**src/rtl/axil_pkg.sv**
```systemverilog
// Shared constants and FSM state types for the AXI4-Lite register slave.
package axil_pkg;

    localparam logic [1:0] RESP_OKAY   = 2'b00;
    localparam logic [1:0] RESP_SLVERR = 2'b10;

    localparam int unsigned NUM_LANES = 4;

    typedef enum logic [1:0] {
        WR_IDLE,
        WR_HAVE_AW,
        WR_HAVE_W,
        WR_RESP
    } wr_state_t;

    typedef enum logic {
        RD_IDLE,
        RD_RESP
    } rd_state_t;

endpackage

```
**src/rtl/axil_reg_slave_if.sv**
```systemverilog
// AXI4-Lite bus bundle (AW/W/B/AR/R channels) with master and slave views.
interface axil_reg_slave_if
    import axil_pkg::*;
#(
    parameter int unsigned ADDR_W = 8
);

    logic                  AW_valid;
    logic                  AW_ready;
    logic [ADDR_W-1:0]     AW_address;
    logic                  W_valid;
    logic                  W_ready;
    logic [31:0]           W_data;
    logic [NUM_LANES-1:0]  W_strb;
    logic                  B_valid;
    logic                  B_ready;
    logic [1:0]            B_response;
    logic                  AR_valid;
    logic                  AR_ready;
    logic [ADDR_W-1:0]     AR_address;
    logic                  R_valid;
    logic                  R_ready;
    logic [31:0]           R_data;
    logic [1:0]            R_response;

    modport master (
        output AW_valid, AW_address, W_valid, W_data, W_strb, B_ready,
               AR_valid, AR_address, R_ready,
        input  AW_ready, W_ready, B_valid, B_response,
               AR_ready, R_valid, R_data, R_response
    );

    modport slave (
        input  AW_valid, AW_address, W_valid, W_data, W_strb, B_ready,
               AR_valid, AR_address, R_ready,
        output AW_ready, W_ready, B_valid, B_response,
               AR_ready, R_valid, R_data, R_response
    );

endinterface

```
**src/rtl/axil_wstrb_merge.sv**
```systemverilog
// Combinational byte-lane merge: strobed lanes take the new data, others keep the old word.
module axil_wstrb_merge
    import axil_pkg::*;
(
    input  logic [31:0]          i_old,
    input  logic [31:0]          i_new,
    input  logic [NUM_LANES-1:0] i_strb,
    output logic [31:0]          o_merged
);

    always_comb begin
        o_merged = i_old;
        for (int unsigned b = 0; b < NUM_LANES; b++) begin
            if (i_strb[b]) begin
                o_merged[8*b +: 8] = i_new[8*b +: 8];
            end
        end
    end

endmodule

```
**src/rtl/axil_reg_slave.sv**
```systemverilog
// AXI4-Lite register-file slave with independent write and read FSMs and flat register export.
// Optional `AXIL_CYCLE_COUNTER_EN: top register becomes a read-only free-running cycle counter.
module axil_reg_slave
    import axil_pkg::*;
#(
    parameter int unsigned ADDR_W   = 8,
    parameter int unsigned DATA_W   = 32,
    parameter int unsigned NUM_REGS = 8
) (
    input  logic                       clk,
    input  logic                       reset,
    axil_reg_slave_if.slave            bus,
    output logic [NUM_REGS*DATA_W-1:0] regs_q
);

    localparam int unsigned IDX_W = ADDR_W - 2;
`ifdef AXIL_CYCLE_COUNTER_EN
    localparam int unsigned WR_LIMIT = NUM_REGS - 1;
`else
    localparam int unsigned WR_LIMIT = NUM_REGS;
`endif

    wr_state_t             r_wr_state;
    rd_state_t             r_rd_state;
    logic [DATA_W-1:0]     r_regs [NUM_REGS];
    logic [IDX_W-1:0]      r_aw_idx;
    logic [DATA_W-1:0]     r_w_data;
    logic [NUM_LANES-1:0]  r_w_strb;
    logic                  r_aw_ready, r_w_ready, r_b_valid, r_ar_ready, r_r_valid;
    logic [1:0]            r_b_resp, r_r_resp;
    logic [DATA_W-1:0]     r_r_data;

    logic                  w_aw_hs, w_w_hs, w_b_hs, w_ar_hs, w_r_hs, w_commit;
    logic [IDX_W-1:0]      w_wr_idx, w_rd_idx;
    logic [DATA_W-1:0]     w_wr_data, w_wr_old, w_wr_new, w_rd_word;
    logic [NUM_LANES-1:0]  w_wr_strb;
    logic                  w_wr_ok, w_rd_ok;
    logic                  w_unused_addr_lsbs;

    assign w_aw_hs = bus.AW_valid & r_aw_ready;
    assign w_w_hs  = bus.W_valid  & r_w_ready;
    assign w_b_hs  = r_b_valid    & bus.B_ready;
    assign w_ar_hs = bus.AR_valid & r_ar_ready;
    assign w_r_hs  = r_r_valid    & bus.R_ready;
    assign w_unused_addr_lsbs = ^{bus.AW_address[1:0], bus.AR_address[1:0]};

    // Commit uses whichever half was latched earlier and the live value for the other half.
    always_comb begin
        w_wr_idx  = (r_wr_state == WR_HAVE_AW) ? r_aw_idx : bus.AW_address[ADDR_W-1:2];
        w_wr_data = (r_wr_state == WR_HAVE_W)  ? r_w_data : bus.W_data;
        w_wr_strb = (r_wr_state == WR_HAVE_W)  ? r_w_strb : bus.W_strb;
        w_commit  = ((r_wr_state == WR_IDLE)    && w_aw_hs && w_w_hs) ||
                    ((r_wr_state == WR_HAVE_AW) && w_w_hs) ||
                    ((r_wr_state == WR_HAVE_W)  && w_aw_hs);
        w_wr_ok   = 32'(w_wr_idx) < WR_LIMIT;
        w_rd_idx  = bus.AR_address[ADDR_W-1:2];
        w_rd_ok   = 32'(w_rd_idx) < NUM_REGS;
        w_wr_old  = '0;
        w_rd_word = '0;
        for (int unsigned k = 0; k < NUM_REGS; k++) begin
            if (32'(w_wr_idx) == k) w_wr_old  = r_regs[k];
            if (32'(w_rd_idx) == k) w_rd_word = r_regs[k];
        end
    end

    axil_wstrb_merge u_merge (
        .i_old    (w_wr_old),
        .i_new    (w_wr_data),
        .i_strb   (w_wr_strb),
        .o_merged (w_wr_new)
    );

    always_ff @(posedge clk) begin
        if (reset) begin
            for (int unsigned k = 0; k < NUM_REGS; k++) r_regs[k] <= '0;
        end else begin
`ifdef AXIL_CYCLE_COUNTER_EN
            r_regs[NUM_REGS-1] <= r_regs[NUM_REGS-1] + DATA_W'(1);
`endif
            if (w_commit && w_wr_ok) begin
                for (int unsigned k = 0; k < NUM_REGS; k++) begin
                    if (32'(w_wr_idx) == k) r_regs[k] <= w_wr_new;
                end
            end
        end
    end

    always_ff @(posedge clk) begin
        if (reset) begin
            r_wr_state <= WR_IDLE;
            r_aw_ready <= 1'b0;
            r_w_ready  <= 1'b0;
            r_b_valid  <= 1'b0;
            r_b_resp   <= RESP_OKAY;
            r_aw_idx   <= '0;
            r_w_data   <= '0;
            r_w_strb   <= '0;
        end else if (w_commit) begin
            r_wr_state <= WR_RESP;
            r_aw_ready <= 1'b0;
            r_w_ready  <= 1'b0;
            r_b_valid  <= 1'b1;
            r_b_resp   <= w_wr_ok ? RESP_OKAY : RESP_SLVERR;
        end else begin
            case (r_wr_state)
                WR_IDLE: begin
                    r_aw_ready <= 1'b1;
                    r_w_ready  <= 1'b1;
                    if (w_aw_hs) begin
                        r_wr_state <= WR_HAVE_AW;
                        r_aw_idx   <= bus.AW_address[ADDR_W-1:2];
                        r_aw_ready <= 1'b0;
                    end else if (w_w_hs) begin
                        r_wr_state <= WR_HAVE_W;
                        r_w_data   <= bus.W_data;
                        r_w_strb   <= bus.W_strb;
                        r_w_ready  <= 1'b0;
                    end
                end
                WR_RESP: begin
                    if (w_b_hs) begin
                        r_wr_state <= WR_IDLE;
                        r_b_valid  <= 1'b0;
                        r_aw_ready <= 1'b1;
                        r_w_ready  <= 1'b1;
                    end
                end
                default: ;
            endcase
        end
    end

    // Read data is sampled before any same-edge commit lands, so collisions return the old value.
    always_ff @(posedge clk) begin
        if (reset) begin
            r_rd_state <= RD_IDLE;
            r_ar_ready <= 1'b0;
            r_r_valid  <= 1'b0;
            r_r_data   <= '0;
            r_r_resp   <= RESP_OKAY;
        end else begin
            case (r_rd_state)
                RD_IDLE: begin
                    r_ar_ready <= 1'b1;
                    if (w_ar_hs) begin
                        r_rd_state <= RD_RESP;
                        r_ar_ready <= 1'b0;
                        r_r_valid  <= 1'b1;
                        r_r_data   <= w_rd_word;
                        r_r_resp   <= w_rd_ok ? RESP_OKAY : RESP_SLVERR;
                    end
                end
                RD_RESP: begin
                    if (w_r_hs) begin
                        r_rd_state <= RD_IDLE;
                        r_r_valid  <= 1'b0;
                        r_ar_ready <= 1'b1;
                    end
                end
                default: r_rd_state <= RD_IDLE;
            endcase
        end
    end

    assign bus.AW_ready   = r_aw_ready;
    assign bus.W_ready    = r_w_ready;
    assign bus.B_valid    = r_b_valid;
    assign bus.B_response = r_b_resp;
    assign bus.AR_ready   = r_ar_ready;
    assign bus.R_valid    = r_r_valid;
    assign bus.R_data     = r_r_data;
    assign bus.R_response = r_r_resp;

    always_comb begin
        regs_q = '0;
        for (int unsigned k = 0; k < NUM_REGS; k++) begin
            regs_q[DATA_W*k +: DATA_W] = r_regs[k];
        end
    end

endmodule

```
**src/flat_wrapper.sv**
```systemverilog
// flat-port wrapper written by rule: the top's interface ports become plain ports
module axil_reg_slave_flat import axil_pkg::*;
#(
    parameter int unsigned ADDR_W   = 8,
    parameter int unsigned DATA_W   = 32,
    parameter int unsigned NUM_REGS = 8
)
  (clk, reset, regs_q, bus_AW_valid, bus_AW_address, bus_W_valid, bus_W_data, bus_W_strb, bus_B_ready, bus_AR_valid, bus_AR_address, bus_R_ready, bus_AW_ready, bus_W_ready, bus_B_valid, bus_B_response, bus_AR_ready, bus_R_valid, bus_R_data, bus_R_response);
  axil_reg_slave_if #(.ADDR_W(ADDR_W)) bus_i ();
  input  logic clk;
  input  logic reset;
  output logic [NUM_REGS*DATA_W-1:0] regs_q;
  input wire logic [$bits(bus_i.AW_valid)-1:0] bus_AW_valid;
  input wire logic [$bits(bus_i.AW_address)-1:0] bus_AW_address;
  input wire logic [$bits(bus_i.W_valid)-1:0] bus_W_valid;
  input wire logic [$bits(bus_i.W_data)-1:0] bus_W_data;
  input wire logic [$bits(bus_i.W_strb)-1:0] bus_W_strb;
  input wire logic [$bits(bus_i.B_ready)-1:0] bus_B_ready;
  input wire logic [$bits(bus_i.AR_valid)-1:0] bus_AR_valid;
  input wire logic [$bits(bus_i.AR_address)-1:0] bus_AR_address;
  input wire logic [$bits(bus_i.R_ready)-1:0] bus_R_ready;
  output wire logic [$bits(bus_i.AW_ready)-1:0] bus_AW_ready;
  output wire logic [$bits(bus_i.W_ready)-1:0] bus_W_ready;
  output wire logic [$bits(bus_i.B_valid)-1:0] bus_B_valid;
  output wire logic [$bits(bus_i.B_response)-1:0] bus_B_response;
  output wire logic [$bits(bus_i.AR_ready)-1:0] bus_AR_ready;
  output wire logic [$bits(bus_i.R_valid)-1:0] bus_R_valid;
  output wire logic [$bits(bus_i.R_data)-1:0] bus_R_data;
  output wire logic [$bits(bus_i.R_response)-1:0] bus_R_response;
  assign bus_i.AW_valid = bus_AW_valid;
  assign bus_i.AW_address = bus_AW_address;
  assign bus_i.W_valid = bus_W_valid;
  assign bus_i.W_data = bus_W_data;
  assign bus_i.W_strb = bus_W_strb;
  assign bus_i.B_ready = bus_B_ready;
  assign bus_i.AR_valid = bus_AR_valid;
  assign bus_i.AR_address = bus_AR_address;
  assign bus_i.R_ready = bus_R_ready;
  assign bus_AW_ready = bus_i.AW_ready;
  assign bus_W_ready = bus_i.W_ready;
  assign bus_B_valid = bus_i.B_valid;
  assign bus_B_response = bus_i.B_response;
  assign bus_AR_ready = bus_i.AR_ready;
  assign bus_R_valid = bus_i.R_valid;
  assign bus_R_data = bus_i.R_data;
  assign bus_R_response = bus_i.R_response;
  axil_reg_slave #(.ADDR_W(ADDR_W), .DATA_W(DATA_W), .NUM_REGS(NUM_REGS)) u_core (.clk(clk), .reset(reset), .bus(bus_i), .regs_q(regs_q));
endmodule
```
**config.mk**
```make
export PLATFORM = sky130hd
export DESIGN_NAME = axil_reg_slave_flat
export DESIGN_NICKNAME = d
export VERILOG_FILES = /design/src/rtl/axil_pkg.sv /design/src/rtl/axil_reg_slave_if.sv /design/src/rtl/axil_wstrb_merge.sv /design/src/rtl/axil_reg_slave.sv /design/src/flat_wrapper.sv
export SDC_FILE = /design/constraint.sdc
export NUM_CORES = 1
export LEC_CHECK = 0
export ABC_AREA = 0
export CORE_UTILIZATION = 41
export CTS_CLUSTER_DIAMETER = 30
export DETAILED_ROUTE_END_ITERATION = 10
export GPL_TIMING_DRIVEN = 0
export PLACE_DENSITY = 0.65
export SLEW_MARGIN = 20
export SYNTH_ARGS = -nofsm -noshare
export SYNTH_HDL_FRONTEND = slang
export SYNTH_SLANG_ARGS = --single-unit
```
**constraint.sdc**
```tcl
create_clock -name clk -period 11.7 [get_ports clk]
set_clock_uncertainty 0.2 [all_clocks]
set_input_delay 1.17 -clock clk [delete_from_list [all_inputs] [get_ports clk]]
set_output_delay 1.17 -clock clk [all_outputs]
set_load 0.01 [all_outputs]
```
---- Word-level counts from Yosys, hierarchy flattened ----
Memories as Yosys holds them, arrays and structs flattened.
Cells that the tools add are included.
word-level totals
  memory bits (writable) .................. 256
  word-level logic and storage cells ...... 166
  input bits .............................. 59
  output and inout port bits .............. 297
  register bits ........................... 86
  memories ................................ 1
memories
  memory         depth  width  rd ports  clocked after memory_dff  wr ports  line                  source
  u_core.r_regs  8      32     8         0                         8         axil_reg_slave.sv:25  logic [DATA_W-1:0] r_regs [NUM_REGS];
cells by class
  mux-type cells .......................... 90
  reductions and logical operators ........ 22
  bitwise operators ....................... 16
  equality and inequality tests ........... 22
  $lt $le $gt $ge ......................... 2
operators by type and width
  kind                  number
  $mux W32              25
  $eq A6 B3 Y1 const B  8
  $mux W1               47
  $mux W8               4
  $eq A6 B2 Y1 const B  4
  $eq A6 B1 Y1 const B  2
  $logic_not A6 Y1      2
  $lt A6 B4 Y1 const B  2
  $mux W2               6
  $pmux W1 S2           5
  $or A1 B1 Y1          8
  $reduce_and A2 Y1     4
  $mux W6               1
  $reduce_and A3 Y1     2
  $reduce_bool A2 Y1    3
  $and A1 B1 Y1         5
  $logic_and A1 B1 Y1   5
  $eq A2 B2 Y1 const B  2
  $mux W4               1
  $ne A2 B1 Y1 const B  2
  $ne A4 B1 Y1 const B  1
  $pmux W2 S2           1
  $reduce_and A4 Y1     1
  $ne A3 B1 Y1 const B  1
  7 further kinds       10

---- Depth between registers and ports, before layout ----
Gate-level depths: netlist (run 1).
  word-level depth ........................ 13
  gate-level depth with buffers ........... 12

---- By module ----
A second synthesis (run 1) with hierarchy kept.
unflattened totals
  cells, all modules ...................... 1,516
  area total of the unflattened synthesis .. 16,884.9 µm²
by module, submodules not included
  module            cells an instance  instances  area an instance (µm²)
  axil_reg_slave    1,480              1          16,359.4
  axil_wstrb_merge  36                 1          525.5

---- Least setup slack after synthesis (run 1) ----
No wires, ideal clock.
  path kind ............................... input to register
  start point ............................. input bus_AW_address[2]
  end point ............................... memory u_core.r_regs[0][0] (enable)
  arrival ................................. 3.680 ns
  path slack .............................. 7.392 ns
  library setup time ...................... 0.428 ns
  buffers on the path ..................... 3
  stages on the path ...................... 6
  cells stage by stage .................... or3_1 clkbuf_1 and2_1 buf_6 buf_2 o21bai_1
RTL lines
  element          line                  source
  start, declared  flat_wrapper.sv:14    input wire logic [$bits(bus_i.AW_address)-1:0] bus_AW_address;
  end, declared    axil_reg_slave.sv:25

==> metrics.cfg, run 1 <==
[clocking]
clock_latency_ps = 630
ctsHoldBuffers = 0
clkSinkCount = 340
cts-root-buf = clkbuf_16
htreeDepth = 3
cts.clk_slew.worst_paths_ps = 50
cts_buffer_depth = 3
cts_tree = yes
cts_setup_buffers = 0
cts_buffers = 84
cts_resized = 0

[hold_path]
min_path_cells = 2
hold_path_class = flop to flop
worstHoldStart = u_core.r_w_data[22]$_SDFFE_PP0P_
hold_end = u_core.r_w_data[22]$_SDFFE_PP0P_

[power]
p_total_mw = 5.17
clkPwrFrac_pct = 44.6
switchingPower_mw = 1.73
power.internal_mw = 3.44
p_per_area_mw_per_mm2 = 194
swShare_pct = 33.4
comb_power_share_pct = 26.1
seqPwrFrac_pct = 29.3
power_leakage_nw = 9.20
ir_drop_v = 0.000147

[detailed_routing]
routed-via-count = 18300
ant_nets = 0
drt_drc_violations_left = 0
initialDrtViolationCount = 2805
firstDrtPassIters = 6
wl_per_cell_um = 29.7
drt-total-wl_mm = 89.2
routed_via_density = 6.09

[synthesis]
ys_seq_area_share_pct = 48.4
syn_avg_cell_area_um2 = 10.2
yosys_warnings = 0
yosysUniqueCellTypes = 81
yosys-top-cells-area = edfxtp_1 40%, dfxtp_1 8.7%, nor2_1 4.7%
yosys.area.top_type = edfxtp_1
synth_seq_cells = 340
syn_area_mm2 = 0.0193
ys.flop_type = edfxtp_1
synthArstFlopShare_pct = 0
synth_top_area_share_pct = 39.7
synth_edf_count = 256
syn_inst = 1894

[critical_path]
cp_slowest_cell = a2111oi_0
reg2reg_depth = 11
worstPathCellList = clkdlybuf4s50_1 > clkbuf_1 > o32a_1 > clkbuf_1 > a21oi_1 > a2111oi_0 > or2_1 > buf_6 > nor2_2
path_class = primary input to flop
reg2reg_to = u_core.r_regs[0][198]$_DFFE_PP_
cp_common_cell = clkbuf_1
startpoint_type = primary input
worstPathMaxFanout = 10
max_stage_delay_ps = 760
worstSetupEndpointType = flop
cp.arrival_ps = 4750
r2r_slack_ps = 7410
worstReg2RegStart = u_core.r_wr_state[1]$_SDFFE_PP0P_
critPathRequiredTime_ps = 11830

[sta]
rsz0062_at_grt = no
fmax_mhz = 216
slew_headroom_pct = 32.0
setup_viol = 0
tns_ps = 0
min_period_ps = 4620
worst_pin_slew_ps = 1010
finalCritPeriodShare_pct = 39.5
finalHoldViolCount = 0
slew_violations = 0

[global_routing]
grt_pass1_wl_mm = 124
grt_start_max_net_pins = 33
grt_pass1_vias = 17200
antenna_found_initial = 1
gr-total-overflow = 0
grt_use_total_pct = 36.6

[final_layout]
antenna_cells = 0
area_growth_pct = 37.7
design_area_mm2 = 0.0266
fillers = 4077
final_core_util_pct = 57.2
seq_area_mm2 = 0.00937
final_layout_size_suffix_gt1_share_pct = 19.9
multi_input_area_mm2 = 0.00880
nets = 2396

[die]
initial_core_util_pct = 41.6
dieArea_mm2 = 0.0481
ios = 356
num_rows = 79
die_width_um = 219
chipHeight_um = 219
coreArea_mm2 = 0.0466

[place]
placed_cell_area_mm2 = 0.0238
portBuffers = 343
place_hpwl_mm = 69.9
gp_congestion = 0.976

[run]
max_cap_viol_count = 0

[outcome]
status = finished, final reports clean

[cell usage in the layout (no fill, tap or decap), types with 25 or more instances in the layout]
| master | n |
|---|---|
| nor2_1 | 244 |
| a21oi_1 | 131 |
| a2111oi_0 | 44 |
| a22oi_1 | 51 |
| nor2_2 | 121 |
| nor3_1 | 26 |
| clkdlybuf4s50_1 | 343 |
| buf_6 | 25 |
| clkbuf_1 | 101 |
| buf_2 | 36 |
| o31ai_2 | 28 |
| o21ai_0 | 108 |
| mux2i_1 | 85 |
| a211oi_1 | 26 |
| nand2_1 | 169 |
| nand3_1 | 30 |
| dfxtp_1 | 84 |
| edfxtp_1 | 256 |
| clkbuf_16 | 86 |
| o21a_1 | 31 |
[worst max path at each step]
stage,start,to,cells after the start
6_report,bus_AW_address[3],u_core.r_regs[0][198]$_DFFE_PP_,9
5_1_grt,bus_AW_address[3],u_core.r_regs[0][199]$_DFFE_PP_,9
4_1_cts,bus_AW_address[3],u_core.r_regs[0][199]$_DFFE_PP_,9
3_5_place_dp,bus_AW_address[3],u_core.r_regs[0][199]$_DFFE_PP_,9
3_3_place_gp,bus_AW_address[2],u_core.r_regs[0][196]$_DFFE_PP_,6
2_1_floorplan,bus_AW_address[2],u_core.r_regs[0][0]$_SDFFCE_PN0P_,6
[sequential cells by signal (all words and copies together), names as in the netlist, 2 cells and up]
| signal | cells |
|---|---|
| u_core.bus.R_data | 32 |
| u_core.r_aw_idx | 6 |
| u_core.r_regs | 256 |
| u_core.r_w_data | 32 |
| u_core.r_w_strb | 4 |
| u_core.r_wr_state | 2 |
[power groups by stage]
stage | Sequential [mW] | Combinational (mW) | Clock, mW
after floorplan | 1.51 | 0.753 | 0
after global placement | 1.53 | 1.28 | 0
after detailed placement | 1.53 | 1.30 | 0
after CTS | 1.51 | 1.31 | 2.31
after global routing | 1.52 | 1.40 | 2.38
final | 1.51 | 1.35 | 2.31
[metrics by stage]
step	worst slack (ps)	std cells	hold WS (ps)
final	7080	3006	253
after global placement	5260	2845	241
after detailed placement	6590	2854	251
after floorplan	7390	1895	236
after CTS	7230	3006	258
after global routing	6960	3006	279
[worst max-delay path, delay by kind of cell]
kind            cells  cell delay, ps
buf+inv             4            1890
compound gates      3            1400
simple gates        2             280
[cell type report]
class / count / area share, %
clock inverters: 54 / 2.13
flip-flops and latches: 340 / 35.2
plain buffers: 194 / 4.71
repair buffers: 352 / 13.6
inverters: 6 / 0.0845
well taps: 607 / 2.85
multi-input cells: 1355 / 33.0
clock buffers: 98 / 8.40
[cells in the mapped netlist (6+ instances only)]
cell type and n:
edfxtp_1 256, nor2_1 244, o21a_1 31, mux4_2 9, a22oi_1 51, nand2_1 169, o31ai_2 28, a2111oi_0 44
nor3_1 26, buf_6 25, nand2b_1 11, a32o_1 21, buf_2 35, a2bb2oi_1 6, nor2b_1 16, o2bb2a_1 7
a211oi_1 26, dfxtp_1 84, o211ai_1 23, mux2_2 7, mux2i_1 85, o221ai_2 20, or3_1 6, or2_1 21
o21ai_0 108, a21oi_1 131, a211oi_2 7, nand3_1 30, nor2_2 121, clkbuf_8 18, a22oi_2 20, o22ai_1 13
o21bai_1 8, clkbuf_1 93
[kinds of logic after synthesis]
kind of cell	synth area share, %
compound gates	22.4
fa+ha+maj	0.259
buf+inv	6.60
other cells	0.0194
flops	48.4
simple gates	16.2
mux	6.07
[layer usage]
layer	part of all wire [%]	up-vias	GRT usage, %
li1	-	7936	-
met1	43	8970	53.0
met2	44	1225	54.3
met3	11	161	9.44
met4	2.3	2	8.50
met5	0.011	-	0
No activity file was read; power rests on OpenSTA's default activity.
==> run 2, diff against run 1 <==
clock period = 4.4 ns   (was 11.7 ns; I/O delays follow)
==> results of run 2 <==
Same layout as run 1 (identical final DEF). Status: finished, final reports clean.
Among the figures that moved: setup slack after placement 6590 ps -> 22.9 ps; setup slack after layout 7080 ps -> 114 ps; hold slack 253 ps -> 110 ps; start point of the critical path bus_AW_address[3] -> u_core.r_wr_state[1]$_SDFFE_PP0P_; register-to-register setup slack 7410 ps -> 110 ps; end point of the worst hold path u_core.r_w_data[22]$_SDFFE_PP0P_ -> u_core.r_w_strb[0]$_SDFFE_PP0P_; total power 5.17 mW -> 13.8 mW; worst IR drop on VDD 0.000147 V -> 0.000392 V
==> run 3, diff against run 2 <==
SLEW_MARGIN = 5   (was 20)
==> metrics.cfg, run 3 (synthesis results as in run 1) <==
[critical_path]
worstSetupEndpointType = flop
cpLargestDelayFamily = compound AO/OA/AOI/OAI gates
cp_common_cell = buf_6
max_stage_delay_ps = 940
crit_buf_inv = 4  ; unchanged
critPathRequiredTime_ps = 4530
startpoint_type = flop
cp.arrival_ps = 4530
path_class = flop to flop
worstPathMaxFanout = 10  ; unchanged
cp_slowest_cell = a2111oi_0
worstPathCellList = inv_1 > ha_1 > buf_4 > mux2i_1 > a221o_2 > buf_6 > o221ai_2 > a2111oi_0 > or2_1 > buf_6 > nor2_2

[detailed_routing]
routed_via_density = 6.15  ; +1.1%
drt_drc_violations_left = 0  ; unchanged
drt-total-wl_mm = 89.4  ; +0.20%
initialDrtViolationCount = 2963  ; +5.6%
firstDrtPassIters = 6  ; unchanged
ant_nets = 0  ; unchanged
wl_per_cell_um = 29.8  ; +0.30%
routed-via-count = 18500  ; +0.97%

[sta]
slew_headroom_pct = 4.90  ; -27 points
slew_violations = 0  ; unchanged
worst_pin_slew_ps = 1430  ; +417 ps
rsz0062_at_grt = no
finalCritPeriodShare_pct = 99.9
fmax_mhz = 228
finalHoldViolCount = 0  ; unchanged
setup_slack_ps = 6.34
setup_viol = 0  ; unchanged
tns_ps = 0  ; unchanged
min_period_ps = 4390

[clocking]
cts.clk_slew.worst_paths_ps = 40  ; about the same
cts_buffers = 83  ; -1.2%
cts_buffer_depth = 3  ; unchanged
ctsHoldBuffers = 0  ; unchanged
cts_setup_buffers = 0  ; unchanged
cts_tree = yes
htreeDepth = 3  ; unchanged
clkSinkCount = 340  ; unchanged
cts-root-buf = clkbuf_16
clock_latency_ps = 620  ; about the same
cts_resized = 0  ; unchanged

[die]
initial_core_util_pct = 41.6  ; unchanged
chipHeight_um = 219  ; unchanged
num_rows = 79  ; unchanged
ios = 356  ; unchanged
coreArea_mm2 = 0.0466  ; unchanged
die_width_um = 219  ; unchanged
dieArea_mm2 = 0.0481  ; unchanged

[final_layout]
largest_reg_flops = 256  ; unchanged
final_core_util_pct = 57.2  ; about the same
fillers = 4100  ; +0.56%
area_growth_pct = 37.7  ; about the same
largest_register = u_core.r_regs
most-common-layout-cells = 343 x clkdlybuf4s50_1, 256 x edfxtp_1, 244 x nor2_1
antenna_cells = 0  ; unchanged
nets = 2394  ; -0.083%
final_layout_size_suffix_gt1_share_pct = 19.7  ; -0.18 points
layout_commonest_cell = clkdlybuf4s50_1
design_area_mm2 = 0.0266  ; about the same
instances_no_fill = 3003  ; -0.10%

[place]
placed_cell_area_mm2 = 0.0238  ; about the same
portBuffers = 343  ; unchanged
place_hpwl_mm = 69.9  ; about the same
dpl.cell_count = 2853  ; -0.035%
gp_congestion = 0.976  ; unchanged
dpl_worst_slack_ps = -23.9

[run]
max_cap_viol_count = 0  ; unchanged

[hold_path]
hold_path_class = primary input to flop

[global_routing]
grt_pass1_vias = 17300  ; +0.61%
grt_start_max_net_pins = 33  ; unchanged
antenna_found_initial = 2  ; +1
gr-total-overflow = 0  ; unchanged
grt_use_total_pct = 36.6  ; about the same
grt_pass1_wl_mm = 124  ; +0.22%

[power]
p_per_area_mw_per_mm2 = 518
power_leakage_nw = 9.20  ; about the same
ir_drop_v = 0.000457

[outcome]
status = finished, final reports clean

-- run 3: cell count changes in the layout (fill, tap and decap cells not counted), moves of 2 or more --
cell	delta
buf_12	+2
inv_6	-7
clkbuf_16	+2
clkinv_2	+2
clkinv_1	+2
clkbuf_8	-2
-- run 3: metrics by stage --
step / total power, mW / hold WS [ps]
after floorplan: 6.03 / 236
after global placement: 7.49 / 241
after detailed placement: 7.53 / 251
after CTS: 13.7 / 80.4
after global routing: 14.1 / 123
final: 13.8 / 97.8
-- run 3: tightest hold or removal path: stages --
cell      delay [ps]
clkbuf_1         220
nand2_1          130
a21oi_1           70
-- run 3: power breakdown --
part | switching [mW] | internal [mW]
Combinational | 2.27 | 1.32
Sequential | 0.297 | 3.73
Clock | 2.00 | 4.18
-- run 3: layout make-up --
class	count	area [um2]	area share, %
sequential	340	9370	35.2
clock inverter	52	567	2.13
tap	607	759	2.85
buffer	194	1250	4.71
timing repair buffer	351	3620	13.6
multi-input combinational	1355	8790	33.0
clock buffer	98	2260	8.48
inverter	6	22.5	0.0845
-- run 3: worst paths after layout --
| check | start | end | slack [ps] | depth (start not counted) |
|---|---|---|---|---|
| min reg2reg | u_core.r_w_data[19]$_SDFFE_PP0P_ | u_core.r_w_data[19]$_SDFFE_PP0P_ | 260 | 2 |
| max | u_core.r_wr_state[1]$_SDFFE_PP0P_ | u_core.r_regs[0][230]$_DFFE_PP_ | 6 | 11 |
| max reg2reg | u_core.r_wr_state[1]$_SDFFE_PP0P_ | u_core.r_regs[0][230]$_DFFE_PP_ | 6 | 11 |
| min | bus_W_strb[1] | u_core.r_w_strb[1]$_SDFFE_PP0P_ | 100 | 3 |
-- run 3: metal layers --
metal,wire length [um],track usage [%],share of wire (%),up-vias
met4,1830,8.36,2.0,4
met2,39000,54.2,44,1278
li1,-,-,-,7927
met1,38500,53.7,43,9111
met5,37,0,0.041,-
met3,10100,8.68,11,151
